`config.mk`:
```
export PLATFORM = sky130hd
export DESIGN_NAME = reg_writeback_ctrl_flat
export DESIGN_NICKNAME = d
export VERILOG_FILES = /design/src/rtl/reg_writeback_ctrl_if.sv /design/src/rtl/reg_writeback_ctrl.sv /design/src/flat_wrapper.sv
export SDC_FILE = /design/constraint.sdc
export NUM_CORES = 1
export LEC_CHECK = 0
export ABC_CLOCK_PERIOD_IN_PS = 5300
export BUFFER_PORTS_ARGS = -buffer_cell sky130_fd_sc_hd__clkbuf_2
export CORE_MARGIN = 2
export CORE_UTILIZATION = 27
export DETAILED_ROUTE_END_ITERATION = 8
export GPL_TIMING_DRIVEN = 1
export PLACE_DENSITY = 0.47
export REMOVE_ABC_BUFFERS = 1
export SYNTH_ARGS = -nofsm -noshare
export SYNTH_HDL_FRONTEND = slang
export SYNTH_SLANG_ARGS = --single-unit
```
`constraint.sdc`:
```
create_clock -name clk -period 5.3 [get_ports clk]
set_clock_uncertainty 0.15 [all_clocks]
set_input_delay 0.53 -clock clk [delete_from_list [all_inputs] [get_ports clk]]
set_output_delay 0.53 -clock clk [all_outputs]
set_load 0.02 [all_outputs]
```
`src/rtl/reg_writeback_ctrl_if.sv`:
```
// Writeback handshake, load-return and register-file write bundle.
interface reg_writeback_ctrl_if;
   logic        in_valid;
   logic        in_ready;
   logic        in_rf_wen;
   logic [4:0]  in_rd_addr;
   logic [1:0]  in_wb_sel;
   logic [31:0] in_alu_out;
   logic [31:0] in_pc;
   logic [2:0]  in_funct3;
   logic        mem_rvalid;
   logic [31:0] mem_rdata;
   logic        write_en;
   logic [4:0]  write_addr;
   logic [31:0] write_value;
   logic        err;
   logic        fwd_valid;
   logic [4:0]  fwd_addr;
   logic [31:0] fwd_data;

   modport master (
      output in_valid, in_rf_wen, in_rd_addr, in_wb_sel,
      output in_alu_out, in_pc, in_funct3, mem_rvalid, mem_rdata,
      input  in_ready, write_en, write_addr, write_value, err,
      input  fwd_valid, fwd_addr, fwd_data
   );

   modport slave (
      input  in_valid, in_rf_wen, in_rd_addr, in_wb_sel,
      input  in_alu_out, in_pc, in_funct3, mem_rvalid, mem_rdata,
      output in_ready, write_en, write_addr, write_value, err,
      output fwd_valid, fwd_addr, fwd_data
   );
endinterface

```
`src/rtl/reg_writeback_ctrl.sv`:
```
// Writeback controller: ALU/PC+4/load results to register file.
// Define WB_FWD_EN to enable the forwarding port.
module reg_writeback_ctrl #(
   parameter int MEM_TIMEOUT = 255
) (
   input logic              clk,
   input logic              reset,
   reg_writeback_ctrl_if.slave bus
);
   localparam logic [1:0] IDLE     = 2'd0;
   localparam logic [1:0] WAIT_MEM = 2'd1;
   localparam logic [1:0] WRITE    = 2'd2;

   localparam int CW = (MEM_TIMEOUT < 2) ? 1 : $clog2(MEM_TIMEOUT + 1);
   localparam logic [CW-1:0] LIMIT =
      (MEM_TIMEOUT < 1) ? '0 : CW'(MEM_TIMEOUT - 1);

   logic [1:0]    state_q, state_d;
   logic [CW-1:0] cnt_q, cnt_d;
   logic [4:0]    rd_q, rd_d;
   logic          wen_q, wen_d;
   logic [2:0]    f3_q, f3_d;
   logic [1:0]    off_q, off_d;
   logic [31:0]   val_q, val_d;
   logic          err_q, err_d;

   logic        rdy;
   logic        accept;
   logic        in_wr;
   logic [7:0]  ld_byte;
   logic [15:0] ld_half;
   logic [31:0] ld_val;
   logic        ld_bad;

   assign rdy    = !reset && (state_q != WAIT_MEM);
   assign accept = bus.in_valid && rdy;
   assign in_wr  = !reset && (state_q == WRITE);

   always_comb begin
      ld_byte = 8'h00;
      unique case (off_q)
         2'd0: ld_byte = bus.mem_rdata[7:0];
         2'd1: ld_byte = bus.mem_rdata[15:8];
         2'd2: ld_byte = bus.mem_rdata[23:16];
         2'd3: ld_byte = bus.mem_rdata[31:24];
         default: ld_byte = 8'h00;
      endcase
      ld_half = off_q[1] ? bus.mem_rdata[31:16] : bus.mem_rdata[15:0];
      ld_val  = 32'h0;
      ld_bad  = 1'b0;
      unique case (f3_q)
         3'b000: ld_val = {{24{ld_byte[7]}}, ld_byte};
         3'b001: ld_val = {{16{ld_half[15]}}, ld_half};
         3'b010: ld_val = bus.mem_rdata;
         3'b100: ld_val = {24'h0, ld_byte};
         3'b101: ld_val = {16'h0, ld_half};
         default: ld_bad = 1'b1;
      endcase
   end

   always_comb begin
      state_d = state_q;
      cnt_d   = cnt_q;
      rd_d    = rd_q;
      wen_d   = wen_q;
      f3_d    = f3_q;
      off_d   = off_q;
      val_d   = val_q;
      err_d   = err_q;
      unique case (state_q)
         IDLE, WRITE: begin
            state_d = IDLE;
            if (accept) begin
               rd_d  = bus.in_rd_addr;
               wen_d = bus.in_rf_wen && (bus.in_rd_addr != 5'd0)
                       && (bus.in_wb_sel != 2'd3);
               f3_d  = bus.in_funct3;
               off_d = bus.in_alu_out[1:0];
               if (bus.in_wb_sel == 2'd1) begin
                  state_d = WAIT_MEM;
                  cnt_d   = '0;
               end else begin
                  state_d = WRITE;
                  val_d   = (bus.in_wb_sel == 2'd2) ?
                            bus.in_pc + 32'd4 : bus.in_alu_out;
               end
            end
         end
         WAIT_MEM: begin
            // rvalid takes priority over a coincident timeout
            if (bus.mem_rvalid) begin
               val_d   = ld_val;
               err_d   = err_q | ld_bad;
               state_d = WRITE;
            end else if (cnt_q == LIMIT) begin
               err_d   = 1'b1;
               state_d = IDLE;
            end else begin
               cnt_d = cnt_q + CW'(1);
            end
         end
         default: state_d = IDLE;
      endcase
   end

   always_ff @(posedge clk) begin
      if (reset) begin
         state_q <= IDLE;
         cnt_q   <= '0;
         rd_q    <= 5'd0;
         wen_q   <= 1'b0;
         f3_q    <= 3'd0;
         off_q   <= 2'd0;
         val_q   <= 32'h0;
         err_q   <= 1'b0;
      end else begin
         state_q <= state_d;
         cnt_q   <= cnt_d;
         rd_q    <= rd_d;
         wen_q   <= wen_d;
         f3_q    <= f3_d;
         off_q   <= off_d;
         val_q   <= val_d;
         err_q   <= err_d;
      end
   end

   assign bus.in_ready    = rdy;
   assign bus.write_en    = in_wr && wen_q;
   assign bus.write_addr  = in_wr ? rd_q : 5'd0;
   assign bus.write_value = in_wr ? val_q : 32'h0;
   assign bus.err         = !reset && err_q;

`ifdef WB_FWD_EN
   logic fwd_mem;
   assign fwd_mem = !reset && (state_q == WAIT_MEM)
                    && bus.mem_rvalid && wen_q;
   assign bus.fwd_valid = bus.write_en || fwd_mem;
   assign bus.fwd_addr  = bus.fwd_valid ? rd_q : 5'd0;
   assign bus.fwd_data  = fwd_mem ? ld_val :
                          (bus.write_en ? val_q : 32'h0);
`else
   assign bus.fwd_valid = 1'b0;
   assign bus.fwd_addr  = 5'd0;
   assign bus.fwd_data  = 32'h0;
`endif
endmodule

```
`src/flat_wrapper.sv`:
```
// flat-port wrapper written by rule: the top's interface ports become plain ports
module reg_writeback_ctrl_flat 
#(
   parameter int MEM_TIMEOUT = 255
)
  (clk, reset, bus_in_valid, bus_in_rf_wen, bus_in_rd_addr, bus_in_wb_sel, bus_in_alu_out, bus_in_pc, bus_in_funct3, bus_mem_rvalid, bus_mem_rdata, bus_in_ready, bus_write_en, bus_write_addr, bus_write_value, bus_err, bus_fwd_valid, bus_fwd_addr, bus_fwd_data);
  reg_writeback_ctrl_if bus_i ();
  input logic clk;
  input logic reset;
  input wire logic [$bits(bus_i.in_valid)-1:0] bus_in_valid;
  input wire logic [$bits(bus_i.in_rf_wen)-1:0] bus_in_rf_wen;
  input wire logic [$bits(bus_i.in_rd_addr)-1:0] bus_in_rd_addr;
  input wire logic [$bits(bus_i.in_wb_sel)-1:0] bus_in_wb_sel;
  input wire logic [$bits(bus_i.in_alu_out)-1:0] bus_in_alu_out;
  input wire logic [$bits(bus_i.in_pc)-1:0] bus_in_pc;
  input wire logic [$bits(bus_i.in_funct3)-1:0] bus_in_funct3;
  input wire logic [$bits(bus_i.mem_rvalid)-1:0] bus_mem_rvalid;
  input wire logic [$bits(bus_i.mem_rdata)-1:0] bus_mem_rdata;
  output wire logic [$bits(bus_i.in_ready)-1:0] bus_in_ready;
  output wire logic [$bits(bus_i.write_en)-1:0] bus_write_en;
  output wire logic [$bits(bus_i.write_addr)-1:0] bus_write_addr;
  output wire logic [$bits(bus_i.write_value)-1:0] bus_write_value;
  output wire logic [$bits(bus_i.err)-1:0] bus_err;
  output wire logic [$bits(bus_i.fwd_valid)-1:0] bus_fwd_valid;
  output wire logic [$bits(bus_i.fwd_addr)-1:0] bus_fwd_addr;
  output wire logic [$bits(bus_i.fwd_data)-1:0] bus_fwd_data;
  assign bus_i.in_valid = bus_in_valid;
  assign bus_i.in_rf_wen = bus_in_rf_wen;
  assign bus_i.in_rd_addr = bus_in_rd_addr;
  assign bus_i.in_wb_sel = bus_in_wb_sel;
  assign bus_i.in_alu_out = bus_in_alu_out;
  assign bus_i.in_pc = bus_in_pc;
  assign bus_i.in_funct3 = bus_in_funct3;
  assign bus_i.mem_rvalid = bus_mem_rvalid;
  assign bus_i.mem_rdata = bus_mem_rdata;
  assign bus_in_ready = bus_i.in_ready;
  assign bus_write_en = bus_i.write_en;
  assign bus_write_addr = bus_i.write_addr;
  assign bus_write_value = bus_i.write_value;
  assign bus_err = bus_i.err;
  assign bus_fwd_valid = bus_i.fwd_valid;
  assign bus_fwd_addr = bus_i.fwd_addr;
  assign bus_fwd_data = bus_i.fwd_data;
  reg_writeback_ctrl #(.MEM_TIMEOUT(MEM_TIMEOUT)) u_core (.clk(clk), .reset(reset), .bus(bus_i));
endmodule
```
# Word-level counts from Yosys, hierarchy flattened
# Index checks and enable logic that the tools add are counted.
[totals] register_bits=54 latchBits=0 ram_bits=0 mem_bits_ro=0 inputBits=111 output_inout_bits=78 wordCells=75 memories=0
[op_classes] add_sub_neg=2 n_mul=0 div=0 n_lt_le_gt_ge=0 n_eq_ne=21 n_shift=0 n_mux=23 bitwise=1 reduce_logical=20
[ops] operator="$mux W32" n=5
[ops] operator="$pmux W32 S5" n=1
[ops] operator="$pmux W32 S2" n=1
[ops] operator="$add A32 B3 Y32 const B" n=1
[ops] operator="$mux W8" n=4
[ops] operator="$pmux W8 S4" n=1
[ops] operator="$mux W16" n=1
[ops] operator="$pmux W8 S2" n=1
[ops] operator="$ne A2 B2 Y1 const B" n=5
[ops] operator="$add A8 B1 Y8 const B" n=1
[ops] operator="$eq A2 B2 Y1 const B" n=4
[ops] operator="$eq A8 B8 Y1 const B" n=1
[ops] operator="$mux W2" n=4
[ops] operator="$logic_and A1 B1 Y1" n=7
[ops] operator="$eq A2 B1 Y1 const B" n=3
[ops] operator="$eq A3 B3 Y1 const B" n=2
[ops] operator="$ne A2 B1 Y1 const B" n=3
[ops] operator="$mux W5" n=1
[ops] operator="$reduce_and A5 Y1" n=1
[ops] operator="$reduce_bool A5 Y1" n=1
[ops] operator="$reduce_or A5 Y1" n=1
[ops] operator="$logic_not A2 Y1" n=2
[ops] operator="$pmux W2 S2" n=1
[ops] operator="$reduce_and A2 Y1" n=2
[ops] operator="10 further kinds" n=13

# Depth between registers and ports, before layout
[depth] depth_word=5 ltp_mapped=7 depth_no_buf=7

# Worst setup path before layout
# OpenSTA, ideal clock, no wires.
[synth_timing] path_kind="input to output" startpoint="input reset" endpoint="output bus_in_ready" arrival_time_ns=1.531 t_required_ns=4.620 setup_slack_ns=3.089 path_stages=4 n_path_buf=3 path_cell_list="clkbuf_1 -> clkbuf_1 -> clkbuf_1 -> nor2_1"
[synth_between] elab_chain_len=2
[synth_rtl] element="start, declared" line_no="flat_wrapper.sv:9" text="input logic reset;"
[synth_rtl] element="$logic_not A1 Y1" line_no="reg_writeback_ctrl.sv:35" text="assign rdy = !reset && (state_q != WAIT_MEM);"
[synth_rtl] element="$logic_and A1 B1 Y1" line_no="reg_writeback_ctrl.sv:35"
[synth_rtl] element="end, declared" line_no="flat_wrapper.sv:19" text="output wire logic [$bits(bus_i.in_ready)-1:0] bus_in_ready;"
# No other way between the ends.

# Worst setup path in the final report
[layout_timing] startpoint="register u_core.state_q[0]" endpoint="register u_core.val_q[24]"
[layout_between] elab_chain_len=5 word_cells_on_any_way=13 classes_between="eq/ne (6); mux (1); reduce/logical (6)"
[layout_rtl] element="start, declared" line_no="reg_writeback_ctrl.sv:18" text="logic [1:0] state_q, state_d;"
[layout_rtl] element="start signal, assigned" line_no="reg_writeback_ctrl.sv:117" text="state_q <= state_d;"
[layout_rtl] element="$ne A2 B1 Y1" line_no="reg_writeback_ctrl.sv:35"
[layout_rtl] element="$logic_and A1 B1 Y1" line_no="reg_writeback_ctrl.sv:35"
[layout_rtl] element="$logic_and A1 B1 Y1" line_no="reg_writeback_ctrl.sv:36" text="assign accept = bus.in_valid && rdy;"
[layout_rtl] element="$ne A2 B1 Y1 (no source line)"
[layout_rtl] element="$reduce_and A4 Y1 (no source line)"
[layout_rtl] element="end signal, assigned" line_no="reg_writeback_ctrl.sv:123" text="val_q <= val_d;"
[layout_rtl] element="end, declared" line_no="reg_writeback_ctrl.sv:24" text="logic [31:0] val_q, val_d;"
# Several ways; a longest one is shown, not always the timed one.
# A chain may end at the register's enable or synchronous reset.

==> report_table.html <==
<table>
<tr><th>Metric</th><th>Value</th></tr>
<tr><th colspan="2">Detailed routing</th></tr>
<tr><td>Via count normalized by instance count</td><td>between 5 and 6</td></tr>
<tr><td>Overall via count from detail_route</td><td>approximately 4600</td></tr>
<tr><td>Wire length per cell</td><td>~18 um</td></tr>
<tr><td>Overall routed net length</td><td>~16000 um</td></tr>
<tr><td>Detailed Route Iter0 Violations</td><td>approximately 320</td></tr>
<tr><td>Post-DRT Antenna Nets</td><td>0</td></tr>
<tr><td>Residual DRC count</td><td>0</td></tr>
<tr><td>Detailed Routing Iterations Pass 1</td><td>4</td></tr>
<tr><th colspan="2">Global routing</th></tr>
<tr><td>Overall fraction of global-route tracks in use</td><td>a little under a fifth</td></tr>
<tr><td>Met3 demand-to-capacity share in global routing</td><td>2.809%</td></tr>
<tr><td>Overflow left after global routing</td><td>0</td></tr>
<tr><td>Busiest grt layer</td><td>met2</td></tr>
<tr><td>Number of antenna violations at the first check in global routing</td><td>0</td></tr>
<tr><td>Global routing met1 resource utilization</td><td>between 20% and 30%</td></tr>
<tr><td>Maximum number of pins on one net before global-route repair</td><td>38</td></tr>
<tr><td>Via count of the first global-routing pass</td><td>around 4300</td></tr>
<tr><td>Met2 usage</td><td>29.23%</td></tr>
<tr><td>First-pass GRT wire length</td><td>24080 um</td></tr>
<tr><th colspan="2">CTS</th></tr>
<tr><td>Number of instances resized during post-cts repair</td><td>0</td></tr>
<tr><td>Clock root buffer</td><td>clkbuf_16</td></tr>
<tr><td>Number of clock sinks</td><td>54</td></tr>
<tr><td>Clock tree from TritonCTS</td><td>yes</td></tr>
<tr><td>H-tree depth</td><td>2</td></tr>
<tr><td>TritonCTS buffer count</td><td>5</td></tr>
<tr><td>Setup Buffers After CTS</td><td>0</td></tr>
<tr><td>Clock-pin slew reported for the worst setup and hold paths after clock tree synthesis</td><td>70 ps</td></tr>
<tr><td>Post-CTS Hold Buffers</td><td>0</td></tr>
<tr><td>Clock latency at the later pin of the worst-skew pair</td><td>about 300 ps</td></tr>
<tr><td>Deepest clock path buffer count</td><td>2</td></tr>
<tr><th colspan="2">Cells and area</th></tr>
<tr><td>Commonest non-fill, non-tap cells in the layout</td><td>150 x clkbuf_2, 54 x dfxtp_1, 42 x nor2_1</td></tr>
<tr><td>Number of nets in the final layout</td><td>roughly 800</td></tr>
<tr><td>Relative area change from synthesis to final layout</td><td>21.79%</td></tr>
<tr><td>Antenna diode instance count</td><td>0</td></tr>
<tr><td>Post-layout instance area</td><td>5253 um^2</td></tr>
<tr><td>Ratio of cells with drive above 1 in the final layout</td><td>a little over a quarter</td></tr>
<tr><td>Most frequent standard cell in the layout excluding fill and tap cells</td><td>clkbuf_2</td></tr>
<tr><th colspan="2">Placed design</th></tr>
<tr><td>Final estimated routing congestion in global placement</td><td>just under 0.9</td></tr>
<tr><td>Count of input and output buffers</td><td>150</td></tr>
<tr><td>Standard cell area after detailed placement</td><td>approximately 5100 um^2</td></tr>
<tr><td>Detailed placement HPWL</td><td>about 13000 um</td></tr>
<tr><th colspan="2">Synth</th></tr>
<tr><td>Per-instance average area after synthesis</td><td>~7.7 um^2</td></tr>
<tr><td>Yosys cell types</td><td>between 60 and 70</td></tr>
<tr><td>Synthesized netlist cell count</td><td>557</td></tr>
<tr><td>Yosys warnings</td><td>0</td></tr>
<tr><td>Number of flip-flops and latches in the synthesized netlist</td><td>54</td></tr>
<tr><td>Combined area of all synthesized cells</td><td>roughly 4300 um^2</td></tr>
<tr><td>Number of flops mapped to enable cells by yosys</td><td>0</td></tr>
<tr><td>Seq/Total Area, Yosys</td><td>between 20 and 30%</td></tr>
<tr><td>Fraction of registers with async set or reset after synthesis</td><td>0%</td></tr>
<tr><td>Main flop type after synthesis</td><td>dfxtp_1</td></tr>
<tr><th colspan="2">Outcome</th></tr>
<tr><td>Run status</td><td>finished clean</td></tr>
<tr><th colspan="2">Timing</th></tr>
<tr><td>Min Hold Slack</td><td>between 200 and 300 ps</td></tr>
<tr><td>Maximum achievable frequency</td><td>roughly 360 MHz</td></tr>
<tr><td>Number of max-slew violations in the final report</td><td>0</td></tr>
<tr><td>Setup repair after global routing missed its margin</td><td>false</td></tr>
<tr><td>Headroom to the max-slew limit</td><td>approximately 38%</td></tr>
<tr><td>Total setup violations reported at the end of the flow</td><td>0</td></tr>
<tr><td>Final setup TNS</td><td>0 ps</td></tr>
<tr><td>Transition time of the tightest slew-check pin</td><td>922.6 ps</td></tr>
<tr><td>Ratio of final minimum period to clock period</td><td>about 52%</td></tr>
<tr><td>Number of hold violations in the final report</td><td>0</td></tr>
<tr><td>Shortest period the worst path allows</td><td>2777 ps</td></tr>
<tr><th colspan="2">Die</th></tr>
<tr><td># IOs</td><td>approximately 190</td></tr>
<tr><td>Core Box Area</td><td>15770 um^2</td></tr>
<tr><td>Initial Util</td><td>between 20% and 30%</td></tr>
<tr><td>Die area</td><td>around 17000 um^2</td></tr>
<tr><td>Number of rows created at floorplan</td><td>46</td></tr>
<tr><td>Height of the die</td><td>130.4 um</td></tr>
<tr><td>Die span in x</td><td>130.4 um</td></tr>
<tr><th colspan="2">Power</th></tr>
<tr><td>Worst vdd ir</td><td>0.0001116 V</td></tr>
<tr><td>Cell leakage power</td><td>around 0.0022 uW</td></tr>
<tr><td>Power per unit of standard cell area</td><td>207.5 nW/um^2</td></tr>
<tr><th colspan="2">Worst setup path</th></tr>
<tr><td>Worst setup path endpoint</td><td>u_core.val_q[24]</td></tr>
<tr><td>Worst endpoint required time</td><td>about 5400 ps</td></tr>
<tr><td>Worst flop-to-flop path endpoint</td><td>u_core.val_q[24]</td></tr>
<tr><td>Reg2reg setup slack</td><td>2520 ps</td></tr>
<tr><td>Path depth of the worst reg2reg path</td><td>6</td></tr>
<tr><td>Crit end category</td><td>flip-flop</td></tr>
<tr><td>Worst Path Class, Setup</td><td>reg2reg</td></tr>
<tr><td>Crit path from</td><td>u_core.state_q[0]</td></tr>
<tr><td>CP max FO</td><td>12</td></tr>
<tr><td>Data arrival, critical path</td><td>2830 ps</td></tr>
<tr><td>Startpoint of the lowest-slack register-to-register path</td><td>u_core.state_q[0]</td></tr>
<tr><td>Startpoint class of the critical path</td><td>flip-flop</td></tr>
<tr><th colspan="2">Run</th></tr>
<tr><td>Max-cap check violation count</td><td>0</td></tr>
<tr><th colspan="2">Hold path</th></tr>
<tr><td>Class of the most critical hold timing path</td><td>in2reg</td></tr>
</table>
## cell type report
| type | instances | area [um^2] |
|---|---|---|
| clock buffers | 7 | 142.6 |
| clock inverters | 1 | 5.005 |
| fillers | 1781 | 10520 |
| inverters | 9 | 33.78 |
| multi-input cells | 458 | 2917 |
| flip-flops and latches | 54 | 1081 |
| well taps | 216 | 270.3 |
| repair buffers | 157 | 803.3 |
## registers in the layout, indices dropped and copies added (netlist names)
name	cells
u_core.err_q	1
u_core.rd_q	5
u_core.val_q	32
u_core.off_q	2
u_core.state_q	2
u_core.f3_q	3
u_core.cnt_q	8
u_core.wen_q	1
## routing by layer
metal,part of all wire (%),vias to the layer above
li1,-,2243
met1,46,2199
met2,45,188
met3,6.4,19
met4,2.1,0
met5,0,-
## per-stage QoR
step	setup slack, ps	power, uW	utilization [%]	instances
global route	2258	1139	33.31	902
CTS	2507	1092	33.31	902
floorplan	2235	619.7	-	521
global placement	2453	752.3	32.37	894
finish	2523	1090	33.31	902
detailed placement	2493	753.4	32.37	894
## logic make-up after synthesis
| family | synth area share, % |
|---|---|
| DFF | 25.07 |
| adders and majority gates | 0.8704 |
| buffers and inverters | 10.65 |
| other | 0.08695 |
| muxes | 5.570 |
| xor gates and xnor gates | 5.077 |
| and+or+nand+nor | 26.49 |
| AOI/OAI and AO/OA | 26.20 |
## where the power goes
part	total, uW	switching, uW	internal (uW)
Sequential	461	28.1	433
Combinational	288	179	109
Clock	341	153	188
Total	1090	360	730
## synth_stat cells (3+ instances only)
cell,count,area share [%]
nand2_1,39,3.4
o21ai_0,39,4.5
a221o_1,8,1.9
or3_1,4,0.58
nand4_1,10,1.5
a21oi_1,17,2.0
o22ai_1,15,2.2
buf_4,38,6.6
a211oi_1,9,1.6
o32ai_1,3,0.61
buf_2,7,0.81
nand3_1,18,2.1
o221ai_1,3,0.61
inv_1,9,0.78
mux2i_1,15,3.5
nand2b_1,8,1.2
dfxtp_1,54,25
o21ai_1,5,0.58
ha_1,3,0.87
a221oi_1,12,2.4
and4_1,6,1.2
nor2_1,43,3.7
mux2_2,8,2.1
nor4_1,6,0.87
and3_1,4,0.58
o2bb2ai_1,5,1.0
a22oi_1,7,1.2
o2111ai_1,3,0.61
o31ai_1,5,0.87
nor2b_1,4,0.58
a2bb2oi_1,3,0.61
xnor2_1,9,1.8
xor2_1,16,3.2
o211ai_1,3,0.52
and2_1,41,5.9
clkbuf_1,28,2.4
nor3_1,11,1.3
## worst max-delay path, cell delays in order (launching register included)
cell	delay [ps]
dfxtp_1	410
nor2b_1	730
nand2_1	450
o31ai_1	330
buf_4	220
a221oi_1	70
o32ai_1	310
## worst min path at each step
stage,from,endpoint,slack [ps],cells after the start
floorplan,u_core.err_q,u_core.err_q,280,2
finish,bus_in_funct3[0],u_core.f3_q[0],290,3
global placement,u_core.rd_q[1],u_core.rd_q[1],290,2
CTS,bus_in_rd_addr[0],u_core.rd_q[0],290,3
global route,bus_in_alu_out[1],u_core.off_q[1],300,3
detailed placement,u_core.rd_q[4],u_core.rd_q[4],300,2
Power figures use the tool's default switching activity.
